===== config.mk =====
export PLATFORM = sky130hd
export DESIGN_NAME = uart_tx_cfg
export DESIGN_NICKNAME = d
export VERILOG_FILES = /design/src/rtl/uart_tx_cfg.sv
export SDC_FILE = /design/constraint.sdc
export NUM_CORES = 1
export LEC_CHECK = 0
export ABC_AREA = 1
export CORE_MARGIN = 2
export CORE_UTILIZATION = 59
export DETAILED_ROUTE_END_ITERATION = 7
export PLACE_DENSITY = 0.94
export SLEW_MARGIN = 20
export SYNTH_ARGS = -nofsm -noshare
export SYNTH_HDL_FRONTEND = slang
export SYNTH_SLANG_ARGS = --single-unit

===== constraint.sdc =====
create_clock -name i_clock -period 4.8 [get_ports i_clock]
set_clock_uncertainty 0.2 [all_clocks]
set_input_delay 0.96 -clock i_clock [delete_from_list [all_inputs] [get_ports i_clock]]
set_output_delay 0.96 -clock i_clock [all_outputs]
set_load 0.01 [all_outputs]

===== src/rtl/uart_tx_cfg.sv =====
// Parametrised UART transmitter: start, NB_DATA data bits LSB-first, optional parity, NB_STOP stop bits.
// Define UART_TX_PARITY_EN to compile in the parity bit (PARITY_ODD selects odd/even).
module uart_tx_cfg #(
    parameter int NB_DATA         = 8,
    parameter int NB_STOP         = 1,
    parameter int OVERSAMPLE      = 16,
    parameter int PARITY_ODD      = 0,
    parameter int NB_TICK_COUNTER = $clog2(OVERSAMPLE * NB_STOP),
    parameter int NB_BIT_COUNTER  = $clog2(NB_DATA)
) (
    input  logic               i_clock,
    input  logic               i_reset,
    input  logic               i_tick,
    input  logic [NB_DATA-1:0] i_data,
    input  logic               i_valid,
    output logic               o_ready,
    output logic               o_data,
    output logic               o_busy,
    output logic               o_done
);

`ifdef UART_TX_PARITY_EN
    typedef enum logic [4:0] {
        IDLE   = 5'b00001,
        START  = 5'b00010,
        DATA   = 5'b00100,
        PARITY = 5'b01000,
        STOP   = 5'b10000
    } state_t;
`else
    typedef enum logic [3:0] {
        IDLE  = 4'b0001,
        START = 4'b0010,
        DATA  = 4'b0100,
        STOP  = 4'b1000
    } state_t;
`endif

    localparam logic [NB_TICK_COUNTER-1:0] TICK_BIT_LAST  = NB_TICK_COUNTER'(OVERSAMPLE - 1);
    localparam logic [NB_TICK_COUNTER-1:0] TICK_STOP_LAST = NB_TICK_COUNTER'(OVERSAMPLE * NB_STOP - 1);
    localparam logic [NB_BIT_COUNTER-1:0]  BIT_LAST       = NB_BIT_COUNTER'(NB_DATA - 1);

    state_t                     state, state_next;
    logic [NB_TICK_COUNTER-1:0] tick_cnt, tick_next;
    logic [NB_BIT_COUNTER-1:0]  bit_cnt, bit_next;
    logic [NB_DATA-1:0]         shift_reg, shift_next;
    logic                       data_next, ready_next, busy_next, done_next;
    logic                       bit_end;
`ifdef UART_TX_PARITY_EN
    logic                       parity_bit, parity_next;
`endif

    always_ff @(posedge i_clock or posedge i_reset) begin
        if (i_reset) begin
            state     <= IDLE;
            tick_cnt  <= '0;
            bit_cnt   <= '0;
            shift_reg <= '1;
            o_data    <= 1'b1;
            o_ready   <= 1'b1;
            o_busy    <= 1'b0;
            o_done    <= 1'b0;
`ifdef UART_TX_PARITY_EN
            parity_bit <= 1'b0;
`endif
        end else begin
            state     <= state_next;
            tick_cnt  <= tick_next;
            bit_cnt   <= bit_next;
            shift_reg <= shift_next;
            o_data    <= data_next;
            o_ready   <= ready_next;
            o_busy    <= busy_next;
            o_done    <= done_next;
`ifdef UART_TX_PARITY_EN
            parity_bit <= parity_next;
`endif
        end
    end

    assign bit_end = i_tick && (tick_cnt == TICK_BIT_LAST);

    // Outputs are computed one cycle ahead so every port comes straight from a flop.
    always_comb begin
        state_next = state;
        tick_next  = tick_cnt;
        bit_next   = bit_cnt;
        shift_next = shift_reg;
        data_next  = o_data;
        ready_next = o_ready;
        busy_next  = o_busy;
        done_next  = 1'b0;
`ifdef UART_TX_PARITY_EN
        parity_next = parity_bit;
`endif
        case (state)
            IDLE: begin
                data_next  = 1'b1;
                ready_next = 1'b1;
                busy_next  = 1'b0;
                tick_next  = '0;
                bit_next   = '0;
                if (i_valid && o_ready) begin
                    shift_next = i_data;
`ifdef UART_TX_PARITY_EN
                    parity_next = (^i_data) ^ (PARITY_ODD != 0);
`endif
                    state_next = START;
                    data_next  = 1'b0;
                    ready_next = 1'b0;
                    busy_next  = 1'b1;
                end
            end
            START: begin
                if (bit_end) begin
                    tick_next  = '0;
                    state_next = DATA;
                    data_next  = shift_reg[0];
                end else if (i_tick) begin
                    tick_next = tick_cnt + 1'b1;
                end
            end
            DATA: begin
                if (bit_end) begin
                    tick_next  = '0;
                    shift_next = {1'b1, shift_reg[NB_DATA-1:1]};
                    if (bit_cnt == BIT_LAST) begin
                        bit_next = '0;
`ifdef UART_TX_PARITY_EN
                        state_next = PARITY;
                        data_next  = parity_bit;
`else
                        state_next = STOP;
                        data_next  = 1'b1;
`endif
                    end else begin
                        bit_next  = bit_cnt + 1'b1;
                        data_next = shift_reg[1];
                    end
                end else if (i_tick) begin
                    tick_next = tick_cnt + 1'b1;
                end
            end
`ifdef UART_TX_PARITY_EN
            PARITY: begin
                if (bit_end) begin
                    tick_next  = '0;
                    state_next = STOP;
                    data_next  = 1'b1;
                end else if (i_tick) begin
                    tick_next = tick_cnt + 1'b1;
                end
            end
`endif
            STOP: begin
                if (i_tick) begin
                    if (tick_cnt == TICK_STOP_LAST) begin
                        tick_next  = '0;
                        state_next = IDLE;
                        done_next  = 1'b1;
                        ready_next = 1'b1;
                        busy_next  = 1'b0;
                        data_next  = 1'b1;
                    end else begin
                        tick_next = tick_cnt + 1'b1;
                    end
                end
            end
            default: begin
                state_next = IDLE;
                tick_next  = '0;
                bit_next   = '0;
                shift_next = '1;
                data_next  = 1'b1;
                ready_next = 1'b1;
                busy_next  = 1'b0;
            end
        endcase
    end

endmodule


==> results.md, run 1 <==
* Design Power at 846 uW
* Layout Cells excl Fill at roughly 220
* Max Used Layer: met4
* Proportion of synthesized area in mux cells at 0%
* Routability Congestion at between 0.8 and 0.9
* Met3 WL at around 72 um
* WP buf/inv at 1
* Post-CTS Setup Bufs at 0
* Number of synthesized register bits at 23
* Startpoint Class: flop
* Yosys warning total at 0
* Met1 WL at approximately 1.3 mm
* Clock power frac at 10.6%
* Hold Buf Count CTS at 0
* Syn_nets at 192
* H-Tree Depth at 1
* Sequential power share at 39.3%
* Crit-path max FO at 3
* TritonCTS Buffers at 3
* Gate count of the mapped netlist at between 150 and 200
* Top cell type's share of synthesized area at between 20% and 30%
* HP Class: flop to flop
* Final period util at a little over half
* Post-synthesis sequential area ratio at 42.8%
* Syn-to-layout area delta at 14.8%
* Top cells by area, synth: dfrtp_1, dfstp_2, nand2_1
* Register clock-pin slew on the reported worst setup and hold paths at 120 ps
* Avg Cell Area, Syn at just under 8 sq um
* Leakage at roughly 0.00081 uW
* Most frequent cells in the layout: nand2_1, nand3_1, clkdlybuf4s50_1
* Longest Clk Path Bufs at 2
* First-pass GRT wire length at roughly 5 mm
* Post-DP HPWL at 2.24 mm
* Final hold viol count at 0
* Iter 0 DRT Violations at 39
* CTS Root Cell: clkbuf_4
* WS Path Type: flop to output pin
* Outcome: finished, final reports clean
* RSZ-0062 raised after global routing: no
* Psw at 371 uW
* Slew @ Worst Pin at around 830 ps
* Crit-path slowest cell: dfstp_2
* Cell Pwr Density at 535 nW/um^2
* FILL cells at roughly 180
* Kind of end point of the critical path: output pin
* Hold path startpoint: shift_reg[7]$_DFFE_PP1P_
* Crit path max-delay family: flip-flops
* Input/output buffers at 15
* Post-Synth XOR/XNOR Area at between 1 and 1.5%
* Main combinational cell family by area after synthesis: simple AND/OR/NAND/NOR gates
* FMAX at a little under 400 MHz
* Setup-failing EPs final at 0
* Max reg flops at 8
* Boundary Pins at 16
* Drt drc at 0
* Relative slew slack at between 40% and 50%
* All-layer global routing usage at between 20% and 30%
* Effective utilization at floorplan at just over 60%
* Post-Syn Area at between 1000 and 1500 sq um
* Peak VDD IR at approximately 370 uV
* Largest net degree at the start of global routing at 24
* Compound-Gate Fraction of Synth Area at 2.00%
* Chip Height at roughly 52 um
* CP Data Required Time at about 3600 ps
* Vias in the first global route at ~1,200
* CORE AREA at 2210 sq um
* Fraction of layout cells with a size suffix above 1 at 19.5%
* Layout Utilization at a little under three quarters
* Internal at around 480 uW
* Dominant cell type by area after synthesis: dfrtp_1
* Pre-Repair DR Iteration Count at 4
* Final ANT Viol Nets at 0
* Simple-Gate Fraction of Synth Area at 46.3%
* Initial antenna violation count at 0
* Cells after DPL at about 220
* Data arrival, critical path at 1400 ps
* Hold Crit Depth at 2
* Met2 Wirelength at around 1.5 mm
* Reg-to-reg slack, setup at ~2900 ps
* CTS resizes at 0
* R2R Path Start: state[3]$_DFFE_PP0P_
* Total negative slack at 0 ps
* CP peak stage delay at 560 ps
* Clock sinks at 23
* CP Cell Sequence: clkdlybuf4s50_1
* Ant diodes at 0
* Die area at approximately 2700 sq um
* Clk_lat worst skew at a little over 300 ps
* CTS tree: yes
* R2r worst-path depth at 8
* Worst R2R End: state[2]$_DFFE_PP0P_
* Final slew viol count at 0
* GRT overflow at 0
* Gate power share at about half
* Adder-cell share of the synthesized area at ~2.7%
* Vias per inst at between 5 and 6
* Routed wire length at 2.90 mm
* Max_cap viols at 0
* Die X at 52.3 um
* # rows at 17
* Unique masters post-synth at 22
* Final #Nets at between 200 and 250
* Final min period at 2560 ps
* Via count at 1,203
* Hold worst-path end: shift_reg[7]$_DFFE_PP1P_
* Commonest non-fill, non-tap cell in the layout: nand2_1
* Sw frac at 43.8%
* Wirelength per Cell at around 13 um
[per-stage QoR]
| stage | setup slack (ps) | hold WS (ps) | area (sq um) |
|---|---|---|---|
| after floorplan | 2900 | 242 | 1380 |
| after global placement | 2310 | 253 | 1560 |
| after detailed placement | 2250 | 256 | 1560 |
| after CTS | 2220 | 274 | 1580 |
| after global routing | 2200 | 310 | 1580 |
| final | 2240 | 274 | 1580 |
[how the worst max path moves through the flow]
stage	startpoint	end	slack, ps	cells past startpoint
finish	o_ready$_DFFE_PP1P_	o_ready	2240	1
CTS	o_ready$_DFFE_PP1P_	o_ready	2220	1
global placement	i_tick	tick_cnt[1]$_DFFE_PP0P_	2310	8
floorplan	i_tick	tick_cnt[1]$_DFFE_PP0P_	2900	7
global route	o_ready$_DFFE_PP1P_	o_ready	2200	1
detailed placement	i_tick	bit_cnt[2]$_DFFE_PP0P_	2250	8
[synthesized netlist by cell type]
cell      count
buf_4         1
dfrtp_1      12
dfstp_2      11
ha_1          3
inv_1        13
inv_2         3
nand2_1      71
nand2_2       7
nand2_4       3
nand3_1      21
nand3_2       2
nand3_4       1
nand3b_1      2
nor2_1       11
nor2_2        2
nor2_4        5
nor2_8        1
o211ai_1      1
o21ai_0       3
o21ai_1       1
or2_0         1
xnor2_1       2
[area by class of cell]
cell class	instances	area (sq um)	area share, %
Sequential cell	23	589	37.3
Inverter	16	60.1	3.80
Multi-Input combinational cell	137	721	45.6
Timing Repair Buffer	15	150	9.49
Tap cell	28	35.0	2.22
Clock buffer	4	26.3	1.66
[power groups by stage]
stage | sequential, uW | combinational [uW] | clock (uW)
after floorplan | 331 | 316 | 0
after global placement | 331 | 403 | 0
after detailed placement | 335 | 422 | 0
after CTS | 332 | 423 | 91.9
after global routing | 340 | 491 | 98.5
final | 333 | 423 | 89.6
[worst min-delay path, cell delays in order (launching register included)]
cell	delay (ps)
dfstp_2	390
nand2_1	50
nand2_1	40
[cells by family (layout without fill, tap and decap cells)]
logic type,count (synthesis),count (layout)
simple gates,127,127
buf+inv,17,35
flops,23,23
compound gates,5,5
fa+ha+maj,3,3
xor+xnor,2,2
[per-layer routing]
layer	up-vias	global-route usage, %
met5	-	0
met1	585	30.6
li1	591	-
met2	21	40.6
met3	6	3.14
met4	0	14.1
No activity file was read; power rests on OpenSTA's default activity.
==> inputs of run 2 (changes only) <==
--- a/config.mk
+++ b/config.mk
@@ -7,9 +7,9 @@
 export LEC_CHECK = 0
 export ABC_AREA = 1
 export CORE_MARGIN = 2
-export CORE_UTILIZATION = 59
+export CORE_UTILIZATION = 55
 export DETAILED_ROUTE_END_ITERATION = 7
-export PLACE_DENSITY = 0.94
+export PLACE_DENSITY = 0.9
 export SLEW_MARGIN = 20
 export SYNTH_ARGS = -nofsm -noshare
 export SYNTH_HDL_FRONTEND = slang
==> constraint.sdc (replaced) <==
create_clock -name i_clock -period 2.5 [get_ports i_clock]
set_clock_uncertainty 0.2 [all_clocks]
set_input_delay 0.5 -clock i_clock [delete_from_list [all_inputs] [get_ports i_clock]]
set_output_delay 0.5 -clock i_clock [all_outputs]
set_load 0.01 [all_outputs]
==> results.md, run 2 (synthesis gave the netlist of run 1 again) <==
* CP Data Required Time at 1800 ps
* All-layer global routing usage at 21.3%
* WS Path Type: flop to output pin
* Final hold viol count at 0
* WP buf/inv at 1
* Cell Pwr Density at between 1000 and 1500 nW/um^2
* Effective utilization at floorplan at 56.6%
* Startpoint Class: flop
* Leakage at between 0.0008 and 0.0009 uW
* Peak VDD IR at around 810 uV
* Crit-path slowest cell: dfstp_2
* CP peak stage delay at between 500 and 600 ps
* Clk_lat worst skew at between 300 and 400 ps
* FILL cells at slightly above 200
* FMAX at ~470 MHz
* Max reg flops at 8
* Via count at approximately 1,100
* Relative slew slack at between 70% and 80%
* Max_cap viols at 0
* Register area at around 590 sq um
* Post-CTS Setup Bufs at 0
* CTS tree: yes
* Input/output buffers at 15
* Wirelength per Cell at 11.7 um
* Layout Utilization at 65.7%
* Most frequent cells in the layout: nand2_1, nand3_1, clkdlybuf4s50_1
* Vias per inst at about 5.0
* Final ANT Viol Nets at 0
* Final slew viol count at 0
* Slew @ Worst Pin at around 310 ps
* CTS resizes at 0
* Die area at approximately 2900 sq um
* Clock sinks at 23
* RSZ-0062 raised after global routing: no
* Longest Clk Path Bufs at 2
* Hold WS at about 280 ps
* Largest net degree at the start of global routing at 24
* Hold Buf Count CTS at 0
* Crit path max-delay family: flip-flops
* Design Power at roughly 1600 uW
* Pre-Repair DR Iteration Count at 4
* Routed wire length at ~2.6 mm
* Chip Height at 54.0 um
* Commonest non-fill, non-tap cell in the layout: nand2_1
* Register clock-pin slew on the reported worst setup and hold paths at 130 ps
* Syn-to-layout area delta at 16.1%
* Vias in the first global route at approximately 1,100
* Final period util at between 80% and 90%
* HP Class: flop to flop
* CP Depth at 1
* CORE AREA at 2430 sq um
* Post-DP HPWL at around 2.1 mm
* Data arrival, critical path at 1410 ps
* Final #Nets at approximately 210
* CTS Root Cell: clkbuf_4
* Ant diodes at 0
* Drt drc at 0
* Multi-input logic area at between 700 and 800 sq um
* Initial antenna violation count at 0
* R2r worst-path depth at 8
* # rows at 18
* Outcome: finished, final reports clean
* Final min period at around 2100 ps
* Boundary Pins at 16
* CP Cell Sequence: clkdlybuf4s50_1
* TritonCTS Buffers at 3
* Fraction of layout cells with a size suffix above 1 at 20.3%
* Routability Congestion at 0.907
* First-pass GRT wire length at approximately 4.6 mm
* H-Tree Depth at 1
* Iter 0 DRT Violations at 14
* Hold Crit Depth at 2
* Die X at approximately 54 um
* Kind of end point of the critical path: output pin
* Total negative slack at 0 ps
* Crit-path max FO at 3
* Setup-failing EPs final at 0
* GRT overflow at 0
-- run 2: cell count changes in the layout (fill, tap and decap cells not counted), sizes merged --
cell	before	now
buf	0	2
-- run 2: power by group --
group	total (uW)	internal [uW]	switching [uW]
sequential	631	556	75.2
combinational	809	296	513
clock	174	62.4	112
total	1610	915	700
-- run 2: final cells by class --
cell class	instances	share of cell area (%)
Clock buffer	4	1.64
Multi-Input combinational cell	137	45.1
Inverter	16	3.76
Timing Repair Buffer	17	10.3
Tap cell	30	2.35
Sequential cell	23	36.9
-- run 2: path summary, 6_finish.rpt --
kind,slack [ps],startpoint,to
worst max-delay path,390,o_ready$_DFFE_PP1P_,o_ready
worst min-delay path,280,shift_reg[1]$_DFFE_PP1P_,shift_reg[1]$_DFFE_PP1P_
worst max register to register,790,tick_cnt[0]$_DFFE_PP0P_,bit_cnt[2]$_DFFE_PP0P_
worst min register to register,280,shift_reg[1]$_DFFE_PP1P_,shift_reg[1]$_DFFE_PP1P_
max in group asynchronous,1520,i_reset,shift_reg[5]$_DFFE_PP1P_
min in group asynchronous,300,i_reset,tick_cnt[3]$_DFFE_PP0P_
-- run 2: routing by layer --
layer  global-route usage, %  routed length [um]
met1                    26.7                1160
met3                    2.50                  55
met4                    9.17                  62
met2                    37.0                1370
met5                       0                   0
-- run 2: stage by stage --
stage / cells / area, sq um / worst slack [ps]
floorplan: 177 / 1380 / 999
global placement: 223 / 1570 / 479
detailed placement: 223 / 1570 / 394
CTS: 227 / 1600 / 389
global route: 227 / 1600 / 353
finish: 227 / 1600 / 391
